==> src/rtl/shift_add_mult_if.sv <==
// rtl/shift_add_mult_if.sv - start/busy/done request bus for the shift-add multiplier
// signed_op exists only when SIGNED_MODE_EN is defined.
interface shift_add_mult_if #(
  parameter int WIDTH = 8
);
  logic                 start;
  logic [WIDTH-1:0]     multiplier;
  logic [WIDTH-1:0]     multiplicand;
`ifdef SIGNED_MODE_EN
  logic                 signed_op;
`endif
  logic                 busy;
  logic                 done;
  logic [2*WIDTH-1:0]   product;

`ifdef SIGNED_MODE_EN
  modport master (
    output start, multiplier, multiplicand, signed_op,
    input  busy, done, product
  );
  modport slave (
    input  start, multiplier, multiplicand, signed_op,
    output busy, done, product
  );
`else
  modport master (
    output start, multiplier, multiplicand,
    input  busy, done, product
  );
  modport slave (
    input  start, multiplier, multiplicand,
    output busy, done, product
  );
`endif
endinterface

==> src/rtl/shift_add_mult.sv <==
// rtl/shift_add_mult.sv - sequential shift-and-add WIDTH x WIDTH multiplier, one bit per clock
// Optional two's-complement mode under macro SIGNED_MODE_EN (adds signed_op on the bus).
module shift_add_mult #(
  parameter int WIDTH = 8
) (
  input  logic              clk,
  input  logic              reset,
  shift_add_mult_if.slave   bus
);

  localparam int CW = $clog2(WIDTH + 1);

  typedef enum logic [1:0] {
    S_IDLE = 2'd0,
    S_CALC = 2'd1,
    S_DONE = 2'd2
  } state_t;

  state_t               state_q, state_d;
  logic [WIDTH-1:0]     a_q, a_d;
  logic [WIDTH-1:0]     b_q, b_d;
  logic [WIDTH-1:0]     q_q, q_d;
  logic [CW-1:0]        count_q, count_d;
  logic [2*WIDTH-1:0]   product_q, product_d;
  logic                 sign_q, sign_d;
  logic                 sign_in;

  logic [WIDTH:0]       a_ext;
  logic [WIDTH:0]       b_ext;
  logic [WIDTH:0]       sum;
  logic                 last_step;

`ifdef SIGNED_MODE_EN
  assign sign_in = bus.signed_op;
`else
  assign sign_in = 1'b0;
`endif

  // In signed mode the multiplier's MSB carries weight -2^(WIDTH-1), so the last partial product is subtracted.
  always_comb begin
    a_ext     = {sign_q & a_q[WIDTH-1], a_q};
    b_ext     = {sign_q & b_q[WIDTH-1], b_q};
    last_step = (count_q == CW'(1));
    if (!q_q[0]) begin
      sum = a_ext;
    end else if (sign_q && last_step) begin
      sum = a_ext - b_ext;
    end else begin
      sum = a_ext + b_ext;
    end
  end

  always_comb begin
    state_d   = state_q;
    a_d       = a_q;
    b_d       = b_q;
    q_d       = q_q;
    count_d   = count_q;
    product_d = product_q;
    sign_d    = sign_q;

    unique case (state_q)
      S_IDLE, S_DONE: begin
        if (bus.start) begin
          state_d = S_CALC;
          a_d     = '0;
          b_d     = bus.multiplicand;
          q_d     = bus.multiplier;
          count_d = CW'(WIDTH);
          sign_d  = sign_in;
        end else begin
          state_d = S_IDLE;
        end
      end
      S_CALC: begin
        a_d     = sum[WIDTH:1];
        q_d     = {sum[0], q_q[WIDTH-1:1]};
        count_d = count_q - CW'(1);
        if (last_step) begin
          product_d = {sum, q_q[WIDTH-1:1]};
          state_d   = S_DONE;
        end
      end
      default: state_d = S_IDLE;
    endcase
  end

  always_ff @(posedge clk or negedge reset) begin
    if (!reset) begin
      state_q   <= S_IDLE;
      a_q       <= '0;
      b_q       <= '0;
      q_q       <= '0;
      count_q   <= '0;
      product_q <= '0;
      sign_q    <= 1'b0;
    end else begin
      state_q   <= state_d;
      a_q       <= a_d;
      b_q       <= b_d;
      q_q       <= q_d;
      count_q   <= count_d;
      product_q <= product_d;
      sign_q    <= sign_d;
    end
  end

  assign bus.busy    = (state_q == S_CALC);
  assign bus.done    = (state_q == S_DONE);
  assign bus.product = product_q;

endmodule

==> src/flat_wrapper.sv <==
// flat-port wrapper written by rule: the top's interface ports become plain ports
module shift_add_mult_flat 
#(
  parameter int WIDTH = 8
)
  (clk, reset, bus_start, bus_multiplier, bus_multiplicand, bus_busy, bus_done, bus_product);
  shift_add_mult_if #(.WIDTH(WIDTH)) bus_i ();
  input  logic clk;
  input  logic reset;
  input wire logic [$bits(bus_i.start)-1:0] bus_start;
  input wire logic [$bits(bus_i.multiplier)-1:0] bus_multiplier;
  input wire logic [$bits(bus_i.multiplicand)-1:0] bus_multiplicand;
  output wire logic [$bits(bus_i.busy)-1:0] bus_busy;
  output wire logic [$bits(bus_i.done)-1:0] bus_done;
  output wire logic [$bits(bus_i.product)-1:0] bus_product;
  assign bus_i.start = bus_start;
  assign bus_i.multiplier = bus_multiplier;
  assign bus_i.multiplicand = bus_multiplicand;
  assign bus_busy = bus_i.busy;
  assign bus_done = bus_i.done;
  assign bus_product = bus_i.product;
  shift_add_mult #(.WIDTH(WIDTH)) u_core (.clk(clk), .reset(reset), .bus(bus_i));
endmodule
==> config.mk <==
export PLATFORM = sky130hd
export DESIGN_NAME = shift_add_mult_flat
export DESIGN_NICKNAME = d
export VERILOG_FILES = /design/src/rtl/shift_add_mult_if.sv /design/src/rtl/shift_add_mult.sv /design/src/flat_wrapper.sv
export SDC_FILE = /design/constraint.sdc
export NUM_CORES = 1
export LEC_CHECK = 0
export BUFFER_PORTS_ARGS = -buffer_cell sky130_fd_sc_hd__buf_2
export CORE_AREA = 2 2 73 75
export DETAILED_ROUTE_END_ITERATION = 10
export DIE_AREA = 0 0 75 77
export HOLD_SLACK_MARGIN = 0.06
export PLACE_DENSITY = 0.76
export SETUP_SLACK_MARGIN = 0.2
export SYNTH_ARGS = -nofsm -noshare
export SYNTH_HDL_FRONTEND = slang
export SYNTH_SLANG_ARGS = --single-unit
export TNS_END_PERCENT = 30
==> constraint.sdc <==
create_clock -name clk -period 2.3 [get_ports clk]
set_input_delay 0.345 -clock clk [delete_from_list [all_inputs] [get_ports clk]]
set_output_delay 0.345 -clock clk [all_outputs]
set_load 0.02 [all_outputs]
==> qor.txt <==
Final std cell area, no fill = 2580 µm²
Nature of the critical path endpoint = flop
Final worst-path cycle share = 0.887
Worst hold slack = 0.231 ns
Post-synth top area share = 0.530
Die Span Y = 77 µm
Mapped Cells = 229
Critical Path AT = 2.20 ns
Data required time of the critical path = 2.46 ns
Final WL = 4600 µm
DRT iter0 DRCs = 128
Fillers = 476
Reg2reg setup slack = 0.26 ns
Skew final = 0.0107 ns
DR vias = 1699
Final #Nets = 298
Routability Congestion = 0.898
Status = complete, no violations
Setup violators final = 0
Setup TNS = 0 ns
Vias per inst = 5.03
# rows = 26
Io pins = 37
Worst Max-Slew Pin Slew = 0.544 ns
Number of H-tree levels = 2
1st-pass router iterations = 4
Slew Viols, Final = 0
CP bufs+invs = 0
Area Overhead vs Synth = 18.6%
Levels on crit path = 6
Seq/Total Area, Yosys = 0.530
Slew headroom = 0.637
FF/Latch Area = 1150 µm²
Largest net degree at the start of global routing = 30
Post-Syn Area = 2170 µm²
Commonest non-fill, non-tap cell in the layout = nand2_1
Hold Crit Class = input pin to flop
Initial antenna violation count = 0
HPWL after DPL = 3270 µm
Peak supply drop = 0.534 mV
Global-route wire length before repair = 7740 µm
Later-pin clock latency in the skew report = 0.29 ns
Gr ovfl total = 0
Synth area leader = dfrtp_1
Number of remaining DRC errors = 0
Placed Instance Area = 2420 µm²
CP peak stage delay = 0.48 ns
Slowest stage cell, crit path = or4_1
Most frequent cells in the layout = nand2_1 (80), dfrtp_1 (46), buf_2 (36), o21ai_0 (20), ha_1 (9)
Setup CP Type = flop to flop
Starting density of the core = 0.437
Full die area = 5780 µm²
Final Hold Viols = 0
Worst setup path startpoint = u_core.a_q[2]
Reg-to-reg startpoint = u_core.a_q[2]
CTS tree = yes
ANT nets after route = 0
GRT Overall Usage = 0.174
Diode count = 0
Core Box Area = 4980 µm²
CTS Root Cell = clkbuf_8
Num CTS Buffers = 5
Max Fanout on Critical Path = 4
Post-layout min period = 2.04 ns
Non-filler cells, final = 338
LEAKAGE = 0.00131 µW
Clock-pin slew on the worst setup and hold paths = 0.09 ns
Layout cells sized above 1 = 0.220
Post-synthesis register bit count = 46
R2R Path End = u_core.a_q[6]
Sink Count = 46
Unrepaired setup endpoints after global routing = true
Top delay family on crit path = simple AND/OR/NAND/NOR gates
Placed Cells = 328
Port Buffers = 36
Vias in the first global route = 1631
Routed len/inst = 13.6 µm
Synthesized area per cell = 9.49 µm²
Synth top area cells = dfrtp_1 (53%), nand2_1 (14%), ha_1 (5.8%), o21ai_0 (4.6%), mux2i_1 (2.8%)
Max Cap Viol = 0
CP cell instances = ha_1, o211ai_1, nor3_1, or4_1, nand3_1, a31oi_1
Reg2reg path depth = 6
Synth cell types = 33
Critical Path Start Type = flop
Mapped Nets = 259
Fmax achieved = 490 MHz
CP endpoint = u_core.a_q[6]
Area of the multi-input gates = 1010 µm²
PwrDens = 1570 nW/µm²
Max Root-Sink Buffers = 2
Die W = 75 µm
Synth warn = 0
[state kept, by name, summed over array words and instances (netlist names)]
signal / count
u_core.a_q: 8
u_core.b_q: 8
u_core.bus.product: 16
u_core.count_q: 4
u_core.q_q: 8
u_core.state_q: 2
[per-layer routing]
layer,track usage,part of all wire,vias up
met3,0.0434,0.040,5
met2,0.261,0.48,38
met4,0.0482,0.012,0
li1,-,-,844
met1,0.249,0.47,812
met5,0,0,-
[tightest hold or removal path, stage by stage]
cell and delay [ns]:
buf_2 0.07, nand2_1 0.04, nand2_1 0.04
[cell usage after synthesis, drive strengths merged]
| library cell | instances |
|---|---|
| a211oi | 2 |
| a21o | 4 |
| a21oi | 6 |
| a221oi | 1 |
| a22oi | 8 |
| a2bb2oi | 1 |
| a31oi | 3 |
| and3 | 1 |
| buf | 5 |
| clkbuf | 6 |
| dfrtp | 46 |
| fa | 1 |
| ha | 10 |
| inv | 4 |
| mux2i | 6 |
| nand2 | 80 |
| nand2b | 3 |
| nand3 | 2 |
| nor2 | 3 |
| nor2b | 3 |
| nor3 | 3 |
| nor3b | 1 |
| o211ai | 1 |
| o21ai | 20 |
| o31ai | 3 |
| or4 | 1 |
| xnor2 | 4 |
| xor2 | 1 |
[power by group]
group	switching (µW)	leakage (µW)	total, µW	internal (µW)
Sequential	321	0.000569	1520	1200
Clock	255	0.0000438	460	204
Combinational	1190	0.000696	2070	877
Total	1770	0.00131	4040	2280
[logic make-up after synthesis]
family                     count (synthesis)  synth area share
adders and majority gates                 11            0.0668
DFF                                       46             0.530
AOI/OAI and AO/OA                         49             0.145
buffers and inverters                     15            0.0282
xor gates and xnor gates                   5            0.0201
and+or+nand+nor                           97             0.183
muxes                                      6            0.0276
[how the worst min path moves through the flow]
stage,from,depth (start not counted),end,slack [ns]
finish,bus_multiplicand[5],3,u_core.b_q[5],0.23
global route,bus_multiplicand[5],3,u_core.b_q[5],0.24
CTS,bus_multiplicand[5],3,u_core.b_q[5],0.23
detailed placement,reset,1,u_core.b_q[2],0.29
global placement,reset,1,u_core.b_q[2],0.29
floorplan,reset,0,u_core.a_q[0],0.05
[timing repair]
item / 4_1_cts / 5_1_grt
endpoints found under the setup margin: 0 / 6
hold buffers: 1 / 0
hold endpoints to repair: 17 / 0
setup buffers: 0 / 2
gates resized for setup: 0 / 8
[metrics by stage]
stage          setup slack [ns]  total power, µW   util
2_1_floorplan             0.369             2900      -
3_3_place_gp              0.276             3340  0.487
3_5_place_dp              0.220             3430  0.487
4_1_cts                   0.205             3890  0.505
5_1_grt                   0.171             4410  0.518
6_report                  0.261             4040  0.518
[final cells by class]
| class | instances | share of cell area |
|---|---|---|
| clock buffers | 5 | 0.0267 |
| clock inverters | 2 | 0.00388 |
| inverters | 4 | 0.00583 |
| multi-input cells | 168 | 0.392 |
| flip-flops and latches | 46 | 0.447 |
| well taps | 70 | 0.0340 |
| repair buffers | 43 | 0.0913 |
(Power assumes the default switching activity.)
